[config.mk]
export PLATFORM = sky130hd
export DESIGN_NAME = catch_ctl
export DESIGN_NICKNAME = d
export VERILOG_FILES = /design/src/rtl/catch_ctl_pkg.sv /design/src/rtl/catch_ctl_overlap.sv /design/src/rtl/catch_ctl.sv
export SDC_FILE = /design/constraint.sdc
export NUM_CORES = 1
export LEC_CHECK = 0
export ABC_CLOCK_PERIOD_IN_PS = 8600
export BUFFER_PORTS_ARGS = -buffer_cell sky130_fd_sc_hd__buf_2
export CELL_PAD_IN_SITES_DETAIL_PLACEMENT = 1
export CELL_PAD_IN_SITES_GLOBAL_PLACEMENT = 1
export CORE_MARGIN = 2
export CORE_UTILIZATION = 41
export CTS_CLUSTER_SIZE = 16
export DETAILED_ROUTE_END_ITERATION = 8
export GPL_TIMING_DRIVEN = 1
export PLACE_DENSITY_LB_ADDON = 0.12
export SYNTH_ARGS = -nofsm -noshare
export SYNTH_HDL_FRONTEND = slang
export SYNTH_SLANG_ARGS = --single-unit
[constraint.sdc]
create_clock -name clk -period 8.6 [get_ports clk]
set_input_delay 2.58 -clock clk [delete_from_list [all_inputs] [get_ports clk]]
set_output_delay 2.58 -clock clk [all_outputs]
set_load 0.1 [all_outputs]
[src/rtl/catch_ctl_pkg.sv]
// Shared definitions for the catch controller and the bag generator:
// FSM state encoding and screen geometry constants.
package catch_ctl_pkg;

    typedef enum logic [1:0] {
        WAIT     = 2'd0,
        RESOLVED = 2'd1,
        STUN     = 2'd2
    } state_t;

    localparam int YPOS_START = 100;
    localparam int YPOS_END   = 600;
    localparam int WIDTH      = 48;

endpackage

[src/rtl/catch_ctl_overlap.sv]
// Purely combinational horizontal overlap test between bag and catcher sprites.
module catch_overlap #(
    parameter int BAG_WIDTH    = 48,
    parameter int PLAYER_WIDTH = 64
) (
    input  logic [11:0] bag_xpos,
    input  logic [11:0] player_xpos,
    output logic        overlap
);

    logic [12:0] bag_right;
    logic [12:0] player_right;

    // One extra bit so sprite right edges near the screen edge never wrap.
    assign bag_right    = {1'b0, bag_xpos} + 13'(BAG_WIDTH);
    assign player_right = {1'b0, player_xpos} + 13'(PLAYER_WIDTH);

    assign overlap = (bag_right > {1'b0, player_xpos}) &&
                     ({1'b0, bag_xpos} < player_right);

endmodule

[src/rtl/catch_ctl.sv]
// Catch/miss/deposit controller with carry and score bookkeeping.
// Optional overload stun is enabled by defining CATCH_OVERLOAD_EN.
module catch_ctl
    import catch_ctl_pkg::*;
#(
    parameter int BAG_WIDTH    = WIDTH,
    parameter int PLAYER_WIDTH = 64,
    parameter int CATCH_Y      = 500,
    parameter int DEPOSIT_X    = 40,
    parameter int MAX_CARRY    = 5,
    parameter int STUN_CYCLES  = 65000000
) (
    input  logic        clk,
    input  logic        rst,
    input  logic [11:0] bag_xpos,
    input  logic [11:0] bag_ypos,
    input  logic [11:0] player_xpos,
    output logic        caught,
    output logic        missed,
    output logic        deposited,
    output logic [3:0]  carry,
    output logic [15:0] score,
    output logic        stunned
);

    localparam int STUN_W = (STUN_CYCLES > 1) ? $clog2(STUN_CYCLES) : 1;
    localparam logic [STUN_W-1:0] STUN_LAST = STUN_W'(STUN_CYCLES - 1);

    state_t            state, state_n;
    logic              arm, arm_n;
    logic [STUN_W-1:0] stun_cnt, stun_cnt_n;
    logic [3:0]        carry_n, carry_eff;
    logic [15:0]       score_n;
    logic              caught_n, missed_n, deposited_n;
    logic              below, eval_now, overlap;

    function automatic logic [15:0] sat_add(input logic [15:0] a, input logic [3:0] b);
        logic [16:0] s;
        s = {1'b0, a} + {13'd0, b};
        return s[16] ? 16'hFFFF : s[15:0];
    endfunction

    catch_overlap #(
        .BAG_WIDTH    (BAG_WIDTH),
        .PLAYER_WIDTH (PLAYER_WIDTH)
    ) u_overlap (
        .bag_xpos    (bag_xpos),
        .player_xpos (player_xpos),
        .overlap     (overlap)
    );

    always_comb begin
        state_n     = state;
        arm_n       = arm;
        stun_cnt_n  = stun_cnt;
        carry_eff   = carry;
        carry_n     = carry;
        score_n     = score;
        caught_n    = 1'b0;
        missed_n    = 1'b0;
        deposited_n = 1'b0;
        eval_now    = 1'b0;
        below       = (bag_ypos < 12'(CATCH_Y));

        // The arm flag guarantees a bag is judged only after it was seen above the line.
        if (below)
            arm_n = 1'b1;

        case (state)
            WAIT: begin
                if (!below && arm) begin
                    eval_now = 1'b1;
                    arm_n    = 1'b0;
                    state_n  = RESOLVED;
                end
            end
            RESOLVED: begin
                if (below)
                    state_n = WAIT;
            end
            STUN: begin
                if (!below && arm) begin
                    missed_n = 1'b1;
                    arm_n    = 1'b0;
                end
                if (stun_cnt == STUN_LAST) begin
                    stun_cnt_n = '0;
                    state_n    = below ? WAIT : RESOLVED;
                end else begin
                    stun_cnt_n = stun_cnt + 1'b1;
                end
            end
            default: state_n = WAIT;
        endcase

        if (state != STUN) begin
            if (player_xpos <= 12'(DEPOSIT_X) && carry != 4'd0) begin
                score_n     = sat_add(score, carry);
                carry_eff   = 4'd0;
                deposited_n = 1'b1;
            end
            carry_n = carry_eff;
            // A deposit in the catch cycle empties the bag first, so the catch starts from zero.
            if (eval_now) begin
                if (overlap) begin
                    caught_n = 1'b1;
                    if (carry_eff == 4'(MAX_CARRY)) begin
`ifdef CATCH_OVERLOAD_EN
                        carry_n    = 4'd0;
                        state_n    = STUN;
                        stun_cnt_n = '0;
`else
                        carry_n    = carry_eff;
`endif
                    end else begin
                        carry_n = carry_eff + 4'd1;
                    end
                end else begin
                    missed_n = 1'b1;
                end
            end
        end
    end

    always_ff @(posedge clk) begin
        if (rst) begin
            state     <= WAIT;
            arm       <= 1'b0;
            stun_cnt  <= '0;
            carry     <= 4'd0;
            score     <= 16'd0;
            caught    <= 1'b0;
            missed    <= 1'b0;
            deposited <= 1'b0;
        end else begin
            state     <= state_n;
            arm       <= arm_n;
            stun_cnt  <= stun_cnt_n;
            carry     <= carry_n;
            score     <= score_n;
            caught    <= caught_n;
            missed    <= missed_n;
            deposited <= deposited_n;
        end
    end

`ifdef CATCH_OVERLOAD_EN
    always_ff @(posedge clk) begin
        if (rst)
            stunned <= 1'b0;
        else
            stunned <= (state_n == STUN);
    end
`else
    assign stunned = 1'b0;
`endif

endmodule
== Yosys cells after proc, flatten, opt, wreduce, memory -nomap -nowiden ==
Cells that the tools add are included.
Word-level totals
  input bits: 38
  output and inout bits: 24
  bits in registers: 52
  word-level logic and storage cells: 61
Cells by class
  order comparisons: 4
  reduce and logical (&&, ||, !) cells: 11
  add/sub/neg operators: 5
  bitwise gates (word level): 2
  muxes and demuxes: 23
  equal/unequal tests: 8
Operators with widths (count)
  $add A26 B1 Y26 const B: 1
  $eq A26 B26 Y1 const B: 1
  $mux W26: 1
  $mux W4: 5
  $add A16 B4 Y17: 1
  $mux W16: 1
  $add A12 B6 Y13 const B: 1
  $add A12 B7 Y13 const B: 1
  $gt A13 B12 Y1: 1
  $lt A12 B13 Y1: 1
  $le A12 B6 Y1 const B: 1
  $lt A12 B9 Y1 const B: 1
  $mux W1: 12
  $ne A2 B2 Y1 const B: 4
  $mux W2: 3
  $pmux W2 S3: 1
  $add A4 B1 Y4 const B: 1
  $eq A4 B3 Y1 const B: 1
  $reduce_bool A4 Y1: 1
  $reduce_or A2 Y1: 2
  $logic_and A1 B1 Y1: 3
  $reduce_and A3 Y1: 1
  $reduce_or A3 Y1: 1
  $eq A2 B1 Y1 const B: 1
  other kinds (5): 6

== Longest topological paths before layout ==
Gate-level depths: netlist (run 1).
  word-level depth: 8
  mapped depth: 11
  depth with buffers taken out: 11

== Cells and area by module ==
A second synthesis (run 1) with hierarchy kept.
Second synthesis, totals
  cell total of the unflattened synthesis: 283
  area total of the unflattened synthesis: 2349.8 um^2
By module, submodules not included
  catch_ctl: sequential area each 500.5 um^2, cells an instance 187, area an instance 1641.6 um^2, instances 1
  catch_overlap: sequential area each 0.0 um^2, cells an instance 96, area an instance 708.2 um^2, instances 1

== Worst setup path before layout (run 1) ==
Ideal clock, no wire load.
  path kind: in2reg
  from: input bag_xpos[4]
  to: register carry[3]
  arrival time: 4.989 ns
  cell stages on the path: 11
  required time: 8.542 ns
  buffers on the path: 0
  slack: 3.553 ns
  setup time: 0.058 ns
  path through: inv_1 -> ha_1 -> nor2_1 -> xor2_1 -> ha_1 -> a21oi_1 -> o21ai_0 -> a2111oi_0 -> a2111oi_4 -> a2111oi_0 -> a31o_2
On the way
  cells in the longest elaborated chain, start to end: 5
  elaborated cells on any way between the ends: 6
  classes of those cells: add/sub: 1; order compare: 2; mux: 2; reduce/logical: 1
RTL lines
  from (decl): RTL line catch_ctl.sv:15  | input logic [11:0] bag_xpos,
  $add A12 B6 Y13: RTL line catch_ctl_overlap.sv:15  | assign bag_right = {1'b0, bag_xpos} + 13'(BAG_WIDTH);
  $gt A13 B12 Y1: RTL line catch_ctl_overlap.sv:18  | assign overlap = (bag_right > {1'b0, player_xpos}) &&
  $logic_and A1 B1 Y1 *: RTL line catch_ctl_overlap.sv:18
  $mux W4 *: RTL line catch_ctl.sv:105  | if (overlap) begin
  $mux W4 *: RTL line catch_ctl.sv:104  | if (eval_now) begin
  to (signal assigned): RTL line catch_ctl.sv:139  | carry <= carry_n;
  to (decl): RTL line catch_ctl.sv:21  | output logic [3:0] carry,
Every way passes the cells marked *; elsewhere a longest branch is shown, timed or not.
A chain may end at the register's enable or synchronous reset.

== Final worst setup path (run 1) ==
Ends and elaborated chain as after synthesis.

==> results.ini, run 1 <==
[global_routing]
grt_max_degree = 28
grt-ovfl-total = 0
grt_pass1_vias = 2021
grt_antenna_before_repair = 0
grt_usage_pct = 21.0
grt_pass1_wl_um = 9310

[timing]
min_period_ns = 5.25
holdWs_ns = 0.474
slew-limit-headroom_pct = 45.5
max_freq_ghz = 0.191
final_max_slew_viol_count = 0
fin_setup_tns_ns = 0
tightest_slew_ns = 0.797
hold_violations = 0
setup_violations = 0
rsz0062_at_grt = no
final.setup_skew_ns = 0.00762
finalCritPeriodShare_pct = 61.0

[yosys]
ys_types = 53
yosys.area_share.adder_pct = 18.4
synth_most_common_cell = ha_1
avgSynthCellArea_um2 = 8.36
synth-compound-area-share_pct = 21.7
yosysSeqAreaShare_pct = 24.1
synthSimpleGateAreaFrac_pct = 21.5
synth_top_family_by_area = compound AO/OA/AOI/OAI gates
synth_top_area_share_pct = 24.1
async_reset_ff_share_pct = 0
yosys_warnings = 0
ys.flop_type = dfxtp_1
synth_edf_count = 0
synthMuxAreaShare_pct = 0
synth_largest_area_cell = dfxtp_1
syn-num-nets = 317
synth_xor_area_share_pct = 7.58
synth_area_um2 = 2080
ys_seq_elements = 25
syn_inst = 249
synth_area_leaders = dfxtp_1 (24%), ha_1 (17%), a21oi_1 (5.3%)
netlist_top_cells_count = ha_1 (29), inv_1 (27), dfxtp_1 (25), a21oi_1 (22), nand2_1 (15)

[detailed_routing]
drt_wl_total_um = 5510
post_drt_wl_per_cell_um = 14.8
first_pass_iters = 4
routed_via_density = 5.41
drtIter0Drc = 62
drc = 0
num_vias = 2011
postRouteAntennaNets = 0

[placement]
gp_congestion = 0.756
dpl.cell_count = 368
hpwl_um = 4500
port_buffers = 58

[clocking]
root_buffer = clkbuf_8
clkLatencyLatePin_ns = 0.28
hold_buffers = 0
cts.sinks = 25
cts-htree-levels = 1
post_cts_buffers = 0
numCtsBuffers = 3
cts.clk_slew.worst_paths_ns = 0.08
ctsResizeCount = 0
cts_tree = built
clockBufferDepth = 2

[pwr]
combPwrFrac_pct = 24.1
p_total_mw = 0.248
power_density_nw_per_um2 = 100
p_int_mw = 0.173
pwr-share-seq_pct = 47.0
p_sw_mw = 0.0742
pwr-share-clk_pct = 28.8
swShare_pct = 30.0
vdd.ir_drop.worst_mv = 0.0619
p_leak_nw = 1.14

[finish]
finalNonFillerCells = 372
num-nets-final = 374
layout-drive-gt1-share_pct = 23.9
syn2layout_area_growth_pct = 18.5
num_antenna_cells = 0

[critical_path]
r2r_setup_slack_ns = 5.78
critPathCaptureType = flop
cp.required_ns = 8.82
arrival_ns = 5.47
crit_fanout = 8
r2r_cells = 9
critical_path_class = in -> reg
startpoint_type = primary input

[floorplanning]
fp-row-count = 25
dieArea_um2 = 5660
die_h_um = 75.2
die_w_um = 75.2
initial_core_util_pct = 43.2
core_area_um2 = 4820
ioPinCount = 62

[worst_hold_path]
worstHoldPathCells = 2
holdCritPathClass = reg -> reg

[outcome]
status = finished, final reports clean

[flow_run]
maxCapViolations = 0

cell usage in the layout, fill, tap and decap left out, types with 3 or more instances in the layout:
master / Yosys / layout
nor3_1: 9 / 9
and3_1: 5 / 5
a211oi_1: 4 / 4
inv_1: 27 / 27
nand4_1: 7 / 7
nor4_1: 3 / 3
a21oi_1: 22 / 22
buf_2: 1 / 58
ha_1: 29 / 29
o21ai_0: 7 / 7
a31oi_1: 3 / 3
nor2_1: 11 / 11
nand2_1: 15 / 15
xor2_1: 6 / 6
clkbuf_8: 0 / 3
nand3_1: 12 / 12
dfxtp_1: 25 / 25
a211o_1: 4 / 4
and4_1: 3 / 3
xnor2_1: 12 / 12
a21o_1: 4 / 4
power groups by stage:
| stage | Sequential [mW] | Combinational, mW | Clock [mW] |
|---|---|---|---|
| 2_1_floorplan | 0.121 | 0.0368 | 0 |
| 3_3_place_gp | 0.119 | 0.0571 | 0 |
| 3_5_place_dp | 0.119 | 0.0597 | 0 |
| 4_1_cts | 0.116 | 0.0601 | 0.0728 |
| 5_1_grt | 0.117 | 0.0683 | 0.0765 |
| 6_report | 0.116 | 0.0597 | 0.0714 |
registers in the layout, indices dropped and copies added, names as in the netlist:
| signal | count |
|---|---|
| caught | 1 |
| missed | 1 |
| state | 1 |
| carry | 4 |
| arm | 1 |
| deposited | 1 |
| score | 16 |
cell families (layout without fill, tap and decap cells):
kind of cell,Yosys count,in the layout
AND/OR/NAND/NOR,80,80
buffers and inverters,33,89
flip-flops,25,25
adder cells (fa/ha/maj),30,30
XOR/XNOR,18,18
AO/OA/AOI/OAI,62,62
other,1,1
metal layers:
metal | vias up | track usage, % | share of wire (%)
met5 | - | 0 | 0
met4 | 0 | 2.34 | 0.40
met3 | 3 | 3.08 | 3.8
met2 | 39 | 35.9 | 45
met1 | 942 | 29.2 | 51
li1 | 1027 | - | -
stage by stage:
stage          utilization (%)  area [µm²]  setup WS (ns)
2_1_floorplan                -        2080           3.55
3_3_place_gp              50.2        2420           3.11
3_5_place_dp              50.2        2420           3.04
4_1_cts                   51.2        2460           3.33
5_1_grt                   51.2        2460           3.05
6_report                  51.2        2460           3.35
path summary, 6_finish.rpt:
kind                                  start   endpoint
worst max-delay path            bag_xpos[4]   carry[3]
worst min-delay path               state[0]        arm
worst max register to register     carry[0]  score[11]
worst min register to register     state[0]        arm
critical path, stage by stage:
cell,delay [ns]
buf_2,0.10
inv_1,0.07
ha_1,0.27
nor2_1,0.15
xor2_1,0.18
ha_1,0.27
a21oi_1,0.14
o21ai_0,0.09
a2111oi_0,0.75
a2111oi_4,0.27
a2111oi_0,0.43
a31o_2,0.16
final cells by class:
class	count	area, µm²
inverters	27	101
multi-input cells	191	1440
flip-flops and latches	25	500
repair buffers	58	290
fillers	652	2350
well taps	67	83.8
clock buffers	4	45.0
(Power assumes the default switching activity.)
==> run 2, diff against run 1 <==
- ABC_CLOCK_PERIOD_IN_PS: 8600 -> 5500
- CORE_UTILIZATION: 41 -> 38
- clock period: 8.6 -> 5.5 ns (I/O delays scaled with it)
==> results.ini, run 2 (same netlist as run 1, synthesis figures left out) <==
[outcome]
status = finished, final reports clean

[clocking]
cts.sinks = 25
cts_tree = built
clkLatencyLatePin_ns = 0.27
ctsResizeCount = 0
root_buffer = clkbuf_8
cts.clk_slew.worst_paths_ns = 0.08
hold_buffers = 0
post_cts_buffers = 0
clockBufferDepth = 2
numCtsBuffers = 3
cts-htree-levels = 1

[finish]
num-nets-final = 374
mostFrequentLayoutCells = buf_2 (58), ha_1 (29), inv_1 (27), dfxtp_1 (25), a21oi_1 (22)
final_util_pct = 47.4
num-fill-cells = 688
regMostFlops = score
syn2layout_area_growth_pct = 18.6
layout-drive-gt1-share_pct = 23.9
seq_area_um2 = 500
largest_reg_flops = 16
num_antenna_cells = 0
multi_input_area_um2 = 1440
layout_commonest_cell = buf_2
reg_top3 = score: 16 flops, carry: 4 flops

[placement]
hpwl_um = 4300
port_buffers = 58
gp_congestion = 0.763

[critical_path]
critPathCaptureType = flop
cp.required_ns = 5.72
critical_path_class = in -> reg
r2r_start = carry[0]
worstSetupStartpoint = bag_xpos[4]
arrival_ns = 4.39
startpoint_type = primary input
crit_fanout = 8
r2r_setup_slack_ns = 2.67

[global_routing]
grt_pass1_vias = 2001
grt_antenna_before_repair = 0
grt-ovfl-total = 0
grt_usage_pct = 18.1
grt_max_degree = 28
grt_pass1_wl_um = 9090

[floorplanning]
initial_core_util_pct = 40.0
dieArea_um2 = 6080
ioPinCount = 62
core_area_um2 = 5200
die_w_um = 78.0
die_h_um = 78.0
fp-row-count = 26

[pwr]
vdd.ir_drop.worst_mv = 0.111
power_density_nw_per_um2 = 155
p_leak_nw = 1.14

[flow_run]
maxCapViolations = 0

[timing]
fin_setup_tns_ns = 0
slew-limit-headroom_pct = 43.3
max_freq_ghz = 0.239
tightest_slew_ns = 0.848
finalCritPeriodShare_pct = 75.9
rsz0062_at_grt = no
final.setup_skew_ns = 0.00327
final_max_slew_viol_count = 0
setup_violations = 0
min_period_ns = 4.18
hold_violations = 0

[worst_hold_path]
holdCritPathClass = reg -> reg
worstHoldStart = state[0]

[detailed_routing]
num_vias = 2007
post_drt_wl_per_cell_um = 14.0
routed_via_density = 5.35
drtIter0Drc = 57
first_pass_iters = 4
postRouteAntennaNets = 0
drt_wl_total_um = 5260
drc = 0

-- run 2: cell counts in the layout (fill, tap and decap cells not counted) --
No cell type changed its count.
-- run 2: worst paths after layout --
kind / endpoint / depth (start not counted)
hold reg to reg: arm / 2
hold / removal: arm / 2
setup reg to reg: score[11] / 9
setup / recovery: carry[3] / 12
-- run 2: layer usage --
metal / up-vias / share of wire [%] / global-route usage (%)
met5: - / 0 / 0
met2: 43 / 42 / 28.7
met1: 935 / 53 / 26.1
li1: 1025 / - / -
met3: 4 / 4.1 / 3.37
met4: 0 / 0.72 / 2.63
-- run 2: critical path, cell delays in order --
cell and delay (ns):
buf_2 0.10, inv_1 0.07, ha_1 0.25, nor2_1 0.14
xor2_1 0.16, ha_1 0.27, a21oi_1 0.15, o21ai_0 0.09
a2111oi_0 0.69, a2111oi_4 0.25, a2111oi_0 0.42, a31o_2 0.15
-- run 2: layout make-up --
| type | instances | area share, % |
|---|---|---|
| multi-input combinational | 191 | 58.5 |
| inverter | 27 | 4.11 |
| tap | 70 | 3.55 |
| sequential | 25 | 20.3 |
| timing repair buffer | 58 | 11.8 |
| clock buffer | 4 | 1.82 |
-- run 2: metrics by stage --
step | instances | setup WS [ns] | cell area, µm² | power (mW) | hold WS, ns
final | 375 | 1.32 | 2470 | 0.382 | 0.486
after global routing | 375 | 0.997 | 2470 | 0.408 | 0.535
after CTS | 375 | 1.28 | 2470 | 0.390 | 0.494
after detailed placement | 371 | 1.01 | 2420 | 0.278 | 0.483
after global placement | 371 | 1.03 | 2420 | 0.276 | 0.456
after floorplan | 249 | 1.38 | 2080 | 0.246 | 0.444
-- run 2: report_power, final --
part	switching, mW	internal (mW)
logic	0.0535	0.0370
registers	0.000600	0.182
clock network	0.0578	0.0519
